File: src/rtl/sca_block_sched_pkg.sv
// Shared widths, limits and bundle types for the SCA block scheduler.
// Pending slots, readout queue entries and the window helper live here.
package cfeb_sched_pkg;

  localparam int NBLK       = 16;
  localparam int BIDW       = 4;
  localparam int NPEND      = 4;
  localparam int L1DLY_BASE = 20;
  localparam int L1AWIN     = 4;
  localparam int L1AW       = 6;
  localparam int AGEW       = 6;
  localparam int CNTW       = 5;
  localparam int SW         = $clog2(NPEND);
  localparam int QW         = BIDW + L1AW;

  typedef logic [BIDW-1:0] blk_id_t;
  typedef logic [L1AW-1:0] l1a_t;
  typedef logic [AGEW-1:0] age_t;
  typedef logic [SW-1:0]   slot_idx_t;

  typedef struct packed {
    logic    valid;
    blk_id_t id;
    age_t    age;
    logic    expired;
  } slot_t;

  typedef struct packed {
    blk_id_t id;
    l1a_t    l1a;
  } rdq_t;

  function automatic age_t win_start(input logic [1:0] x);
    return AGEW'(L1DLY_BASE) + AGEW'({x, 1'b0});
  endfunction

endpackage

File: src/rtl/sca_block_sched_if.sv
// Trigger, readout and status signals of the SCA block scheduler.
// master drives requests, slave is the scheduler side.
interface sca_block_sched_if;
  import cfeb_sched_pkg::*;

  logic            lct;
  logic            gtrg;
  logic [1:0]      xl1dlyset;
  logic            rdreq;
  logic            rddone;
  blk_id_t         wblk;
  logic            wstb;
  logic            rdavail;
  logic            rdbusy;
  blk_id_t         rdblk;
  l1a_t            rdl1a;
  logic            lctdrop;
  logic            l1orphan;
  logic [CNTW-1:0] nfree;

  modport master (
    output lct, gtrg, xl1dlyset, rdreq, rddone,
    input  wblk, wstb, rdavail, rdbusy, rdblk,
    input  rdl1a, lctdrop, l1orphan, nfree
  );

  modport slave (
    input  lct, gtrg, xl1dlyset, rdreq, rddone,
    output wblk, wstb, rdavail, rdbusy, rdblk,
    output rdl1a, lctdrop, l1orphan, nfree
  );

endinterface

File: src/rtl/sca_block_sched_fifo.sv
// Depth-16 show-ahead FIFO of block entries with occupancy count.
// INIT_FULL preloads ids 0..15 on reset so it can serve as the free pool.
module blk_fifo
  import cfeb_sched_pkg::*;
#(
  parameter int DW        = 4,
  parameter bit INIT_FULL = 1'b0
) (
  input  logic            clk,
  input  logic            rst,
  input  logic            push,
  input  logic [DW-1:0]   din,
  input  logic            pop,
  output logic [DW-1:0]   dout,
  output logic [CNTW-1:0] count
);

  localparam int DEPTH = 16;
  localparam int PW    = 4;

  logic [DW-1:0]   mem [DEPTH];
  logic [PW-1:0]   wp;
  logic [PW-1:0]   rp;
  logic [CNTW-1:0] cnt;
  logic            do_push;
  logic            do_pop;

  assign do_pop  = pop && (cnt != '0);
  assign do_push = push && ((cnt != CNTW'(DEPTH)) || do_pop);
  assign dout    = mem[rp];
  assign count   = cnt;

  // storage, pointers and occupancy; reset optionally refills 0..15
  always_ff @(posedge clk or posedge rst) begin
    if (rst) begin
      for (int i = 0; i < DEPTH; i++)
        mem[i] <= INIT_FULL ? DW'(i) : '0;
      wp  <= '0;
      rp  <= '0;
      cnt <= INIT_FULL ? CNTW'(DEPTH) : '0;
    end else begin
      if (do_push) begin
        mem[wp] <= din;
        wp      <= wp + PW'(1);
      end
      if (do_pop)
        rp <= rp + PW'(1);
      cnt <= cnt + CNTW'(do_push) - CNTW'(do_pop);
    end
  end

endmodule

File: src/rtl/sca_block_sched.sv
// SCA block scheduler: free pool, pending L1A slots, readout queue.
// Blocks cycle pool -> slot -> queue -> active -> pool, or expire back.
module sca_block_sched
  import cfeb_sched_pkg::*;
(
  input logic               clk,
  input logic               rst,
  sca_block_sched_if.slave  bus
);

  slot_t           slots [NPEND];
  l1a_t            l1a_cnt;
  blk_id_t         wblk_q;
  logic            wstb_q;
  logic            lctdrop_q;
  logic            l1orphan_q;
  logic            rdbusy_q;
  blk_id_t         rdblk_q;
  l1a_t            rdl1a_q;

  age_t            s_start;
  age_t            s_last;
  logic [NPEND-1:0] in_win;
  logic [NPEND-1:0] rel_c;
  logic            m_hit;
  slot_idx_t       m_idx;
  logic            r_hit;
  slot_idx_t       r_idx;
  logic            f_hit;
  slot_idx_t       f_idx;
  logic            m_take;
  logic            ret_take;
  logic            rel_now;
  logic            alloc;
  logic            rdavail;
  logic            rd_take;
  logic            pool_push;
  blk_id_t         pool_din;
  blk_id_t         pool_dout;
  logic [CNTW-1:0] pool_cnt;
  rdq_t            q_din;
  rdq_t            q_dout;
  logic [CNTW-1:0] q_cnt;

  assign s_start = win_start(bus.xl1dlyset);
  assign s_last  = s_start + AGEW'(L1AWIN - 1);

  assign ret_take = rdbusy_q && bus.rddone;
  assign rdavail  = (q_cnt != '0) && !rdbusy_q;
  assign rd_take  = bus.rdreq && rdavail;
  assign alloc    = bus.lct && (pool_cnt != '0) && f_hit;

  // slot selection: oldest in-window match, oldest release, lowest free
  always_comb begin
    m_hit = 1'b0;
    m_idx = '0;
    r_hit = 1'b0;
    r_idx = '0;
    f_hit = 1'b0;
    f_idx = '0;
    in_win = '0;
    rel_c  = '0;
    for (int i = 0; i < NPEND; i++) begin
      in_win[i] = slots[i].valid && !slots[i].expired &&
                  (slots[i].age >= s_start) &&
                  (slots[i].age <= s_last);
      if (in_win[i] &&
          (!m_hit || slots[i].age > slots[m_idx].age)) begin
        m_hit = 1'b1;
        m_idx = SW'(i);
      end
      if (!slots[i].valid && !f_hit) begin
        f_hit = 1'b1;
        f_idx = SW'(i);
      end
    end
    m_take = bus.gtrg && m_hit;
    for (int i = 0; i < NPEND; i++) begin
      rel_c[i] = slots[i].valid &&
                 (slots[i].expired || slots[i].age >= s_last) &&
                 !(m_take && m_idx == SW'(i));
      if (rel_c[i] &&
          (!r_hit || slots[i].age > slots[r_idx].age)) begin
        r_hit = 1'b1;
        r_idx = SW'(i);
      end
    end
    rel_now   = r_hit && !ret_take;
    pool_push = ret_take || r_hit;
    pool_din  = ret_take ? rdblk_q : slots[r_idx].id;
    q_din     = '{id: slots[m_idx].id, l1a: l1a_cnt};
  end

  // pending slots: load on allocation, age, expire, clear on match/release
  always_ff @(posedge clk or posedge rst) begin
    if (rst) begin
      for (int i = 0; i < NPEND; i++)
        slots[i] <= '0;
    end else begin
      for (int i = 0; i < NPEND; i++) begin
        if (alloc && f_idx == SW'(i)) begin
          slots[i] <= '{valid: 1'b1, id: pool_dout,
                        age: '0, expired: 1'b0};
        end else if (slots[i].valid) begin
          if ((m_take && m_idx == SW'(i)) ||
              (rel_now && r_idx == SW'(i))) begin
            slots[i] <= '0;
          end else begin
            if (slots[i].age != '1)
              slots[i].age <= slots[i].age + AGEW'(1);
            if (rel_c[i])
              slots[i].expired <= 1'b1;
          end
        end
      end
    end
  end

  // registered strobes, L1A counter and active readout block
  always_ff @(posedge clk or posedge rst) begin
    if (rst) begin
      wblk_q     <= '0;
      wstb_q     <= 1'b0;
      lctdrop_q  <= 1'b0;
      l1orphan_q <= 1'b0;
      l1a_cnt    <= '0;
      rdbusy_q   <= 1'b0;
      rdblk_q    <= '0;
      rdl1a_q    <= '0;
    end else begin
      wstb_q     <= alloc;
      lctdrop_q  <= bus.lct && !alloc;
      l1orphan_q <= bus.gtrg && !m_hit;
      if (alloc)
        wblk_q <= pool_dout;
      if (bus.gtrg)
        l1a_cnt <= l1a_cnt + L1AW'(1);
      if (rd_take) begin
        rdbusy_q <= 1'b1;
        rdblk_q  <= q_dout.id;
        rdl1a_q  <= q_dout.l1a;
      end else if (ret_take) begin
        rdbusy_q <= 1'b0;
      end
    end
  end

  blk_fifo #(.DW(BIDW), .INIT_FULL(1'b1)) u_pool (
    .clk   (clk),
    .rst   (rst),
    .push  (pool_push),
    .din   (pool_din),
    .pop   (alloc),
    .dout  (pool_dout),
    .count (pool_cnt)
  );

  blk_fifo #(.DW(QW), .INIT_FULL(1'b0)) u_rdq (
    .clk   (clk),
    .rst   (rst),
    .push  (m_take),
    .din   (q_din),
    .pop   (rd_take),
    .dout  (q_dout),
    .count (q_cnt)
  );

  assign bus.wblk     = wblk_q;
  assign bus.wstb     = wstb_q;
  assign bus.lctdrop  = lctdrop_q;
  assign bus.l1orphan = l1orphan_q;
  assign bus.rdbusy   = rdbusy_q;
  assign bus.rdblk    = rdblk_q;
  assign bus.rdl1a    = rdl1a_q;
  assign bus.rdavail  = rdavail;
  assign bus.nfree    = pool_cnt;

endmodule

File: src/flat_wrapper.sv
// flat-port wrapper written by rule: the top's interface ports become plain ports
module sca_block_sched_flat import cfeb_sched_pkg::*;
  (clk, rst, bus_lct, bus_gtrg, bus_xl1dlyset, bus_rdreq, bus_rddone, bus_wblk, bus_wstb, bus_rdavail, bus_rdbusy, bus_rdblk, bus_rdl1a, bus_lctdrop, bus_l1orphan, bus_nfree);
  sca_block_sched_if bus_i ();
  input logic clk;
  input logic rst;
  input wire logic [$bits(bus_i.lct)-1:0] bus_lct;
  input wire logic [$bits(bus_i.gtrg)-1:0] bus_gtrg;
  input wire logic [$bits(bus_i.xl1dlyset)-1:0] bus_xl1dlyset;
  input wire logic [$bits(bus_i.rdreq)-1:0] bus_rdreq;
  input wire logic [$bits(bus_i.rddone)-1:0] bus_rddone;
  output wire logic [$bits(bus_i.wblk)-1:0] bus_wblk;
  output wire logic [$bits(bus_i.wstb)-1:0] bus_wstb;
  output wire logic [$bits(bus_i.rdavail)-1:0] bus_rdavail;
  output wire logic [$bits(bus_i.rdbusy)-1:0] bus_rdbusy;
  output wire logic [$bits(bus_i.rdblk)-1:0] bus_rdblk;
  output wire logic [$bits(bus_i.rdl1a)-1:0] bus_rdl1a;
  output wire logic [$bits(bus_i.lctdrop)-1:0] bus_lctdrop;
  output wire logic [$bits(bus_i.l1orphan)-1:0] bus_l1orphan;
  output wire logic [$bits(bus_i.nfree)-1:0] bus_nfree;
  assign bus_i.lct = bus_lct;
  assign bus_i.gtrg = bus_gtrg;
  assign bus_i.xl1dlyset = bus_xl1dlyset;
  assign bus_i.rdreq = bus_rdreq;
  assign bus_i.rddone = bus_rddone;
  assign bus_wblk = bus_i.wblk;
  assign bus_wstb = bus_i.wstb;
  assign bus_rdavail = bus_i.rdavail;
  assign bus_rdbusy = bus_i.rdbusy;
  assign bus_rdblk = bus_i.rdblk;
  assign bus_rdl1a = bus_i.rdl1a;
  assign bus_lctdrop = bus_i.lctdrop;
  assign bus_l1orphan = bus_i.l1orphan;
  assign bus_nfree = bus_i.nfree;
  sca_block_sched u_core (.clk(clk), .rst(rst), .bus(bus_i));
endmodule
File: config.mk
export PLATFORM = sky130hd
export DESIGN_NAME = sca_block_sched_flat
export DESIGN_NICKNAME = d
export VERILOG_FILES = /design/src/rtl/sca_block_sched_pkg.sv /design/src/rtl/sca_block_sched_if.sv /design/src/rtl/sca_block_sched_fifo.sv /design/src/rtl/sca_block_sched.sv /design/src/flat_wrapper.sv
export SDC_FILE = /design/constraint.sdc
export NUM_CORES = 1
export LEC_CHECK = 0
export CAP_MARGIN = 20
export CORE_ASPECT_RATIO = 0.5
export CORE_UTILIZATION = 60
export DETAILED_ROUTE_END_ITERATION = 8
export GPL_ROUTABILITY_DRIVEN = 0
export PLACE_DENSITY = 0.88
export SKIP_LAST_GASP = 1
export SYNTH_ARGS = -nofsm -noshare
export SYNTH_HDL_FRONTEND = slang
export SYNTH_SLANG_ARGS = --single-unit
export TNS_END_PERCENT = 50
File: constraint.sdc
create_clock -name clk -period 37.4 [get_ports clk]
set_clock_uncertainty 0.2 [all_clocks]
set_input_delay 9.35 -clock clk [delete_from_list [all_inputs] [get_ports clk]]
set_output_delay 9.35 -clock clk [all_outputs]
set_load 0.01 [all_outputs]
After elaboration in Yosys (flattened, before gate mapping)
Cells that the tools add are included.
{"block": "op_classes", "addsub": 15, "n_mul": 0, "div_mod_pow": 0, "magnitude_cmp": 29, "eq_ne": 15, "n_shift": 0, "muxes": 78, "bitwise_logic": 10, "n_reduce_logical": 130}
{"operator": "160-bit bitwise mux", "n": 1}
{"operator": "12-bit binary-select mux with 2-bit select", "n": 6}
{"operator": "12-bit two-way mux", "n": 8}
{"operator": "7-bit two-way mux", "n": 12}
{"operator": "64-bit bitwise mux", "n": 1}
{"operator": "1-bit logical AND", "n": 56}
{"operator": "6-bit >= comparator", "n": 8}
{"operator": "11-bit two-way mux", "n": 4}
{"operator": "10-bit binary-select mux with 4-bit select", "n": 1}
{"operator": "10-bit demux with 4-bit select", "n": 1}
{"operator": "6-bit by 1-bit adder with 6-bit output (second input constant)", "n": 5}
{"operator": "6-bit greater-than comparator", "n": 5}
{"operator": "10-bit two-way mux", "n": 3}
{"operator": "6-bit <= comparator", "n": 4}
{"operator": "6-bit two-way mux", "n": 4}
{"operator": "6-bit != test (second input constant)", "n": 4}
{"operator": "2-bit AND reduction", "n": 12}
{"operator": "3-bit nonzero test", "n": 8}
{"operator": "1-bit zero test", "n": 23}
{"operator": "1-bit two-way mux", "n": 21}
{"operator": "5-bit >= comparator (second input constant)", "n": 4}
{"operator": "5-bit two-way mux", "n": 4}
{"operator": "4-bit NOT with 5-bit output", "n": 4}
{"operator": "3-bit >= comparator (second input constant)", "n": 6}
{"operator": "other kinds (19)", "n": 72}
{"block": "totals", "reg_bits": 322, "latch_bits": 0, "ramBits": 0, "rom_bits": 0, "in_bits": 8, "out_inout_bits": 24, "wordCells": 339, "memories": 0}

Longest topological paths before layout
Gate-level depths: netlist (run 1).
{"block": "depth", "depth_word": 56, "depth_mapped": 56, "ltp_nobuf": 51}

Cells and area by module
From an unflattened synthesis (run 1), not the netlist that was laid out.
{"block": "unflattened", "cells_unflattened": 1472, "area_unflattened_um2": 18023.5}
{"module": "blk_fifo (u_core.u_rdq)", "instances": 1, "cells_each": 546, "area_each_um2": 8182.8, "seq_area_each_um2": 4329.2}
{"module": "sca_block_sched", "instances": 1, "cells_each": 667, "area_each_um2": 5771.8, "seq_area_each_um2": 1801.7}
{"module": "blk_fifo (u_core.u_pool)", "instances": 1, "cells_each": 259, "area_each_um2": 4068.9, "seq_area_each_um2": 1968.1}

Worst setup path before layout (run 1)
Ideal clock, no wire load.
{"block": "synth_timing", "path_type": "input -> register", "startpoint": "in bus_xl1dlyset[1]", "endpoint": "reg u_core.u_pool.mem[4] in the netlist's numbering", "setup_time_ps": 125, "arrival_time_ps": 18653, "required_ps": 37075, "path_slack_ps": 18422, "path_stages": 52, "n_path_buf": 7, "cell_sequence": "inv_1 -> ha_1 -> nand2_1 -> ha_1 -> nand2_1 -> or4_1 -> o21ai_2 -> nand2_1 -> nor2_1 -> clkbuf_1 -> nor2_1 -> a21oi_1 -> ha_1 -> a211oi_1 -> a21oi_1 -> o21ai_1 -> clkbuf_1 -> o21ai_0 -> [16 not listed] -> o21ai_0 -> a21o_1 -> buf_6 -> clkbuf_1 -> o21ai_0 -> ha_1 -> nor2b_1 -> o21ai_0 -> nand2b_1 -> a221oi_1 -> a41oi_1 -> a31oi_4 -> or2_1 -> buf_6 -> o221a_2 -> nor2_4 -> buf_6 -> mux2_2"}
{"block": "synth_via", "elab_chain_cells": 56, "word_cells_on_any_way": 107, "classes_between": "add/sub (2); order compare (16); eq/ne (3); mux (31); bitwise (5); reduce/logical (50)"}
{"item": "from (decl)", "line_no": "flat_wrapper.sv:9", "rtl": "input wire logic [$bits(bus_i.xl1dlyset)-1:0] bus_xl1dlyset;"}
{"item": "5-bit by 3-bit adder with 6-bit output (*)", "line_no": "sca_block_sched_pkg.sv:34", "rtl": "return AGEW'(L1DLY_BASE) + AGEW'({x, 1'b0});"}
{"item": "6-bit by 2-bit adder with 6-bit output / 6-bit >= comparator (equally long branches)", "line_no": "sca_block_sched.sv:46, sca_block_sched.sv:65"}
{"item": "6-bit <= comparator / 1-bit logical AND (equally long branches)", "line_no": "sca_block_sched.sv:66, sca_block_sched.sv:64"}
{"item": "1-bit logical AND", "line_no": "sca_block_sched.sv:65", "rtl": "(slots[i].age >= s_start) &&"}
{"item": "1-bit two-way mux", "line_no": "sca_block_sched.sv:67", "rtl": "if (in_win[i] &&"}
{"item": "1-bit zero test", "line_no": "sca_block_sched.sv:68", "rtl": "(!m_hit || slots[i].age > slots[m_idx].age)) begin"}
{"item": "1-bit logical OR", "line_no": "sca_block_sched.sv:68"}
{"item": "1-bit logical AND", "line_no": "sca_block_sched.sv:67"}
{"item": "[39 not listed]"}
{"item": "1-bit logical OR", "line_no": "sca_block_sched.sv:83", "rtl": "(!r_hit || slots[i].age > slots[r_idx].age)) begin"}
{"item": "1-bit logical AND", "line_no": "sca_block_sched.sv:82", "rtl": "if (rel_c[i] &&"}
{"item": "2-bit two-way mux", "line_no": "sca_block_sched.sv:82"}
{"item": "2-bit NOT with 3-bit output (implied by the code)", "line_no": "sca_block_sched.sv:90", "rtl": "pool_din = ret_take ? rdblk_q : slots[r_idx].id;"}
{"item": "12-bit binary-select mux with 2-bit select", "line_no": "sca_block_sched.sv:90"}
{"item": "11-bit two-way mux (implied by the code) (2 in a row)", "line_no": "sca_block_sched.sv:90"}
{"item": "4-bit two-way mux", "line_no": "sca_block_sched.sv:90"}
{"item": "64-bit bitwise mux", "line_no": "sca_block_sched_fifo.sv:43", "rtl": "mem[wp] <= din;"}
{"item": "to (signal, indexed assignment)", "line_no": "sca_block_sched_fifo.sv:37", "rtl": "mem[i] <= INIT_FULL ? DW'(i) : '0;"}
{"item": "to (signal, indexed assignment)", "line_no": "sca_block_sched_fifo.sv:43"}
{"item": "to (decl)", "line_no": "sca_block_sched_fifo.sv:21", "rtl": "logic [DW-1:0] mem [DEPTH];"}
Every way passes the cells marked *; elsewhere a longest branch is shown, timed or not. The select of a mux whose other input is x is not followed.
A chain may end at the register's enable or synchronous reset.

Final worst setup path (run 1)
{"block": "layout_timing", "startpoint": "in bus_xl1dlyset[1]", "endpoint": "reg u_core.u_pool.mem[41] in the netlist's numbering"}
The elaborated chain is that of the path after synthesis.

==> results of run 1 <==
==> routing by layer <==
metal / up-vias / part of all wire [%]
met5: - / 0
met4: 0 / 4.6
met3: 198 / 8.3
met2: 705 / 49
met1: 6349 / 38
li1: 5340 / -
==> cells by family after synthesis <==
kind of cell | count (synthesis)
xor gates and xnor gates | 44
buffers and inverters | 150
DFF | 322
adders and majority gates | 83
muxes | 227
and+or+nand+nor | 399
AOI/OAI and AO/OA | 262
==> cells in the final DEF, fill, tap and decap left out, types with 7 or more instances in the layout <==
| master | instances |
|---|---|
| inv_1 | 66 |
| clkdlybuf4s50_1 | 31 |
| clkbuf_8 | 8 |
| and3_1 | 11 |
| dfstp_2 | 33 |
| buf_4 | 12 |
| nor3_1 | 10 |
| dfrtp_1 | 287 |
| nand4_1 | 19 |
| ha_1 | 80 |
| nor2b_1 | 10 |
| o21ai_1 | 7 |
| mux2i_1 | 11 |
| nor4_1 | 7 |
| o31ai_1 | 17 |
| a21oi_1 | 38 |
| o22ai_1 | 7 |
| a21o_1 | 10 |
| o21ai_0 | 110 |
| and2_1 | 8 |
| clkbuf_16 | 29 |
| nand3_1 | 37 |
| nand2_1 | 203 |
| nand2b_1 | 14 |
| xnor2_1 | 33 |
| clkinv_2 | 8 |
| nor2_1 | 50 |
| mux4_2 | 70 |
| xor2_1 | 11 |
| mux2_2 | 145 |
==> worst paths after layout <==
path,to,slack (ns),cells past startpoint
max reg2reg,u_core.u_pool.mem[41],25.63,44
min in group asynchronous,u_core.slots[2],8.90,2
min reg2reg,u_core.u_pool.mem[33],0.28,2
max in group asynchronous,u_core.u_rdq.mem[41],26.34,5
min,u_core.u_pool.mem[33],0.28,2
max,u_core.u_pool.mem[41],16.33,48
==> synthesized netlist by cell type (all sizes together) (3+ instances only) <==
library cell and n:
or3 5, o31ai 18, nand2 203, o31a 4, nor4 7, xnor2 33
and3 11, a221oi 5, mux4 70, nand4 19, xor2 11, dfrtp 289
o22ai 8, nor2b 10, nor3 11, o21a 3, dfstp 33, a41oi 8
mux2 146, a211oi 7, nor3b 4, mux2i 11, nand4b 4, a22o 6
a2111oi 3, clkbuf 53, and2 9, a21o 10, o221a 3, nand3 37
o21ai 120, nor2 54, buf 30, ha 80, a31oi 4, a21oi 40
nand2b 14, inv 67
==> power by group through the flow <==
stage / clock network [mW] / registers, mW / logic, mW
global route: 0.337 / 0.582 / 0.580
finish: 0.320 / 0.573 / 0.535
global placement: 0 / 0.558 / 0.488
floorplan: 0 / 0.506 / 0.435
CTS: 0.320 / 0.568 / 0.528
detailed placement: 0 / 0.571 / 0.519
==> per-stage QoR <==
stage                     setup WS (ns)  utilization (%)  power (mW)
after global routing              15.45             67.2        1.50
after CTS                         16.72             66.9        1.42
final                             16.33             67.2        1.43
after global placement            16.84             63.3        1.05
after detailed placement          16.17             63.3        1.09
after floorplan                   18.42                -       0.940
==> final cells by class <==
type	count	area, um2	share of cell area, %
multi-input cells	1015	8440	45.0
flip-flops and latches	322	8100	43.2
clock buffers	39	843	4.50
well taps	382	478	2.55
repair buffers	45	455	2.43
inverters	67	259	1.38
clock inverters	15	174	0.927
==> critical path: cells and delay by family <==
family / cells / cell delay [ns]
compound gates: 24 / 5.56
simple gates: 14 / 3.12
fa+ha+maj: 6 / 1.79
buf+inv: 3 / 1.03
mux: 1 / 0.40
==> registers in the layout, indices dropped and copies added, names as in the netlist <==
name	flops
u_core.bus.l1orphan	1
u_core.bus.lctdrop	1
u_core.bus.rdblk	4
u_core.bus.rdbusy	1
u_core.bus.rdl1a	6
u_core.bus.wblk	4
u_core.bus.wstb	1
u_core.l1a_cnt	6
u_core.slots	48
u_core.u_pool.count	5
u_core.u_pool.mem	64
u_core.u_pool.rp	4
u_core.u_pool.wp	4
u_core.u_rdq.count	5
u_core.u_rdq.mem	160
u_core.u_rdq.rp	4
u_core.u_rdq.wp	4
==> results by group, run 1 <==
Logic synthesis
  – Commonest register cell after synthesis: dfrtp_1
  – Dominant combinational cell family by area after synthesis: multiplexers
  – Number of synthesized flops with an enable pin: 0
  – Syn nets: 1,577
  – Synth async-reset ratio: 100%
  – Top cells by area, synth: dfrtp_1, mux2_2, mux4_2
  – Adder-Cell Fraction of Synth Area: 6.12%
  – Synth Area in Simple Gates: 10.9%
  – Mean area per synthesized cell: 11.6 um2
  – Synth Area in Compound Gates: 10.5%
  – Synthesis Warnings: 0
  – Seq/Total Area, Yosys: 47.2%
  – Post-synth top area cell: dfrtp_1
  – Post-synth design cell area: 17,200 um2
  – Xor and xnor area share after synthesis: 2.24%
  – Multiplexer area fraction after synthesis: 19.4%
  – Synth top area share: 42.1%
  – Syn Inst Count: 1,487
  – Synth unique cells: 89
  – Seq cells post-synth: 322

CTS
  – Total CTS buffers: 29
  – Worst-path clk slew: 0.07 ns
  – Setup Buffers After CTS: 0
  – CTS tree: yes
  – CTS Root Cell: clkbuf_16
  – # H-tree levels: 1
  – Post-CTS Resized: 0
  – Worst skew pair latency: 0.58 ns
  – Max Root-Sink Buffers: 3
  – CTS sink count: 322
  – CTS Hold Buffers Added: 0

Global routing
  – GR Util All Layers: 30.7%
  – GRT met3 Usage: 5.44%
  – Vias in the first global route: 13,000
  – Total grt overflow: 0
  – Top Usage Layer GRT: met2
  – GRT met2 Usage: 51.7%
  – Global-route wire length before repair: 69,800 um
  – GRT met1 Usage: 39.2%
  – Initial antenna violation count: 0
  – Pin count of the biggest net entering global routing: 156

Timing
  – WHS: 0.278 ns
  – Unrepaired setup endpoints after global routing: no
  – Final hold violations: 0
  – Minimum clock period: 21.07 ns
  – Total negative slack: 0 ns
  – Max Clock Freq: 47.5 MHz
  – Slew @ Worst Pin: 0.975 ns
  – Setup violations, final: 0
  – Slew margin rel.: 34.7%
  – Final worst path period share: 56.3%
  – Max-slew violation count: 0

Placement
  – IO buf count: 31
  – Placed cells: 1,828
  – Placed instance area: 17,700 um2
  – HPWL after DPL: 28,400 um

Min path
  – HP Class: reg -> reg
  – Worst hold path startpoint: u_core.u_pool.mem[33]

Finish
  – Design area: 18,800 um2
  – Final nets: 1,570
  – Non-Filler Instances: 1,885
  – Antenna Cells: 0
  – # fillers: 1,819
  – Layout area overhead: 9.20%
  – Share of layout cells above drive strength 1: 23.2%

Power and ir drop
  – Net Sw Frac: 38.5%
  – Psw: 0.551 mW
  – Int Pwr: 0.878 mW
  – Clk pwr share: 22.4%
  – Logic gate share of total power: 37.4%
  – PwrDens: 76.2 nW/um2
  – Leakage: 8.51 nW
  – Sequential power share: 40.1%
  – Peak VDD IR: 0.0445 mV

Critical path
  – Worst r2r src: u_core.slots[30]
  – Startpoint types: primary input
  – Crit path required time: 37.61 ns
  – Crit end category: flop
  – Worst setup path start: bus_xl1dlyset[1]
  – WP data arrival: 21.28 ns
  – Most used cell, CP: o21ai_0
  – Setup CP Type: in -> reg
  – Critical path's slowest cell: nor2_1
  – Crit Path Max Fanout: 19
  – Slowest Stage Delay on Critical Path: 0.77 ns

Die
  – Top Ports: 32
  – Area of the core: 27,900 um2
  – Die width: 241 um
  – Initial cell density of the core: 61.5%
  – Full die area: 29,300 um2
  – Placement Rows: 43
  – Die Y-Extent: 122 um

Routing
  – Total wire length: 43,800 um
  – Vias per cell: 6.68
  – Antenna Violating Nets Remaining: 0
  – Initial DRC count: 1,535
  – Per-cell routed wire length: 23.2 um
  – Total number of vias: 12,600
  – Drc violations: 0
  – First-pass DRT Iterations: 6

Status
  – Outcome: finished clean

Job
  – MaxCap Viol Count: 0
No activity file was read; power rests on OpenSTA's default activity.
==> inputs of run 2 (changes only) <==
Clock period 37.4 ns to 19.9 ns, I/O delays scaled along.
==> results by group, run 2 (same netlist as run 1, synthesis figures left out) <==
Status
  – Outcome: finished clean

Critical path
  – Crit path required time: 20.16 ns
  – Critical path's slowest cell: nor2_1
  – WP data arrival: 16.95 ns
  – Crit Path Max Fanout: 19
  – Most used cell, CP: o21ai_0
  – Slowest Stage Delay on Critical Path: 0.76 ns
  – Crit end category: flop
  – Setup CP Type: in -> reg
  – Startpoint types: primary input

Timing
  – Max-slew violation count: 0
  – Min setup slack post-route: 3.21 ns
  – Slew margin rel.: 34.2%
  – Max Clock Freq: 59.9 MHz
  – Total negative slack: 0 ns
  – WHS: 0.282 ns
  – Slew @ Worst Pin: 0.978 ns
  – Final hold violations: 0
  – Final worst path period share: 83.9%
  – Setup violations, final: 0
  – Unrepaired setup endpoints after global routing: no
  – Minimum clock period: 16.69 ns

Routing
  – Initial DRC count: 1,640
  – Total number of vias: 12,600
  – Vias per cell: 6.68
  – Drc violations: 0
  – Total wire length: 44,000 um
  – Per-cell routed wire length: 23.3 um
  – Antenna Violating Nets Remaining: 0
  – First-pass DRT Iterations: 6

Min path
  – HP Class: reg -> reg

Finish
  – Commonest cells after routing, fill and taps aside: dfrtp_1, nand2_1, mux2_2, o21ai_0, ha_1
  – Biggest regs: u_core.u_rdq.mem: 160 flops, u_core.u_pool.mem: 64 flops, u_core.slots: 48 flops
  – Reg area: 8100 um2
  – Share of layout cells above drive strength 1: 23.3%
  – Area of the multi-input gates: 8440 um2
  – Max reg flops: 160
  – # fillers: 1,810
  – Post-layout util: 67.3%
  – Most common cell after layout, fill and taps aside: dfrtp_1
  – Layout area overhead: 9.38%
  – Antenna Cells: 0
  – Final nets: 1,570
  – Most flop-heavy register: u_core.u_rdq.mem

CTS
  – Worst skew pair latency: 0.59 ns
  – Setup Buffers After CTS: 0
  – # H-tree levels: 1
  – CTS tree: yes
  – Post-CTS Resized: 0
  – CTS Hold Buffers Added: 0
  – CTS Root Cell: clkbuf_16
  – Max Root-Sink Buffers: 3
  – CTS sink count: 322
  – Worst-path clk slew: 0.07 ns
  – Total CTS buffers: 29

Power and ir drop
  – PwrDens: 144 nW/um2
  – Leakage: 8.52 nW
  – Int Pwr: 1.66 mW
  – Clk pwr share: 22.7%
  – Sequential power share: 40.0%
  – Psw: 1.05 mW
  – Net Sw Frac: 38.8%
  – Peak VDD IR: 0.0741 mV
  – Logic gate share of total power: 37.3%

Placement
  – Setup WS pre-CTS: 3.09 ns
  – HPWL after DPL: 28,300 um
  – IO buf count: 31

Global routing
  – GR Util All Layers: 30.8%
  – Vias in the first global route: 12,900
  – Pin count of the biggest net entering global routing: 156
  – Global-route wire length before repair: 69,700 um
  – Total grt overflow: 0
  – Initial antenna violation count: 0

Die
  – Full die area: 29,300 um2
  – Area of the core: 27,900 um2
  – Die width: 241 um
  – Placement Rows: 43
  – Die Y-Extent: 122 um
  – Initial cell density of the core: 61.5%
  – Top Ports: 32

Job
  – MaxCap Viol Count: 0
==> run 2: changes by cell type in the layout (fill, tap and decap cells not counted), sizes merged <==
cell	previous run	this run
inv	69	71
clkbuf	39	37
==> run 2: worst max-delay path: cells and delay by family <==
kind            cells  cell delay [ns]
compound gates     21             5.00
simple gates       16             3.27
fa+ha+maj           6             1.65
buf+inv             3             1.04
mux                 2             0.80
xor+xnor            1             0.20
==> run 2: through the flow <==
stage | instance area, um2 | power (mW) | instances
detailed placement | 17700 | 2.05 | 1828
finish | 18800 | 2.71 | 1885
floorplan | 17200 | 1.77 | 1487
global placement | 17700 | 1.97 | 1828
CTS | 18700 | 2.68 | 1882
global route | 18800 | 2.84 | 1885
==> run 2: worst paths after layout <==
kind / slack (ns) / cells after the start / end / start
max in group asynchronous: 13.20 / 5 / u_core.u_rdq.mem[50] / rst
setup reg to reg: 8.12 / 45 / u_core.slots[18] / u_core.slots[30]
setup / recovery: 3.21 / 49 / u_core.slots[18] / bus_xl1dlyset[1]
hold reg to reg: 0.28 / 2 / u_core.u_rdq.mem[49] / u_core.u_rdq.mem[49]
min in group asynchronous: 4.51 / 2 / u_core.u_rdq.count[2] / rst
hold / removal: 0.28 / 2 / u_core.u_rdq.mem[49] / u_core.u_rdq.mem[49]
==> run 2: power groups by stage <==
stage          Combinational [mW]  Sequential [mW]  Clock [mW]
3_5_place_dp                0.975             1.07           0
5_1_grt                      1.10             1.10       0.648
4_1_cts                     0.991             1.07       0.618
6_report                     1.01             1.08       0.615
3_3_place_gp                0.917             1.05           0
2_1_floorplan               0.817            0.950           0
==> run 2: area by class of cell <==
cell class,count,share of cell area [%]
timing repair buffer,45,2.42
clock buffer,37,4.51
sequential,322,43.1
tap,382,2.54
inverter,67,1.38
multi-input combinational,1015,44.9
clock inverter,17,1.07
==> run 2: per-layer routing <==
metal	up-vias	part of all wire (%)	routed length [um]	GRT usage (%)
met2	695	49	21600	51.4
met1	6356	38	16800	39.2
met5	-	0	0	0
met3	182	8.1	3580	5.87
li1	5359	-	-	-
met4	0	4.5	1990	14.2
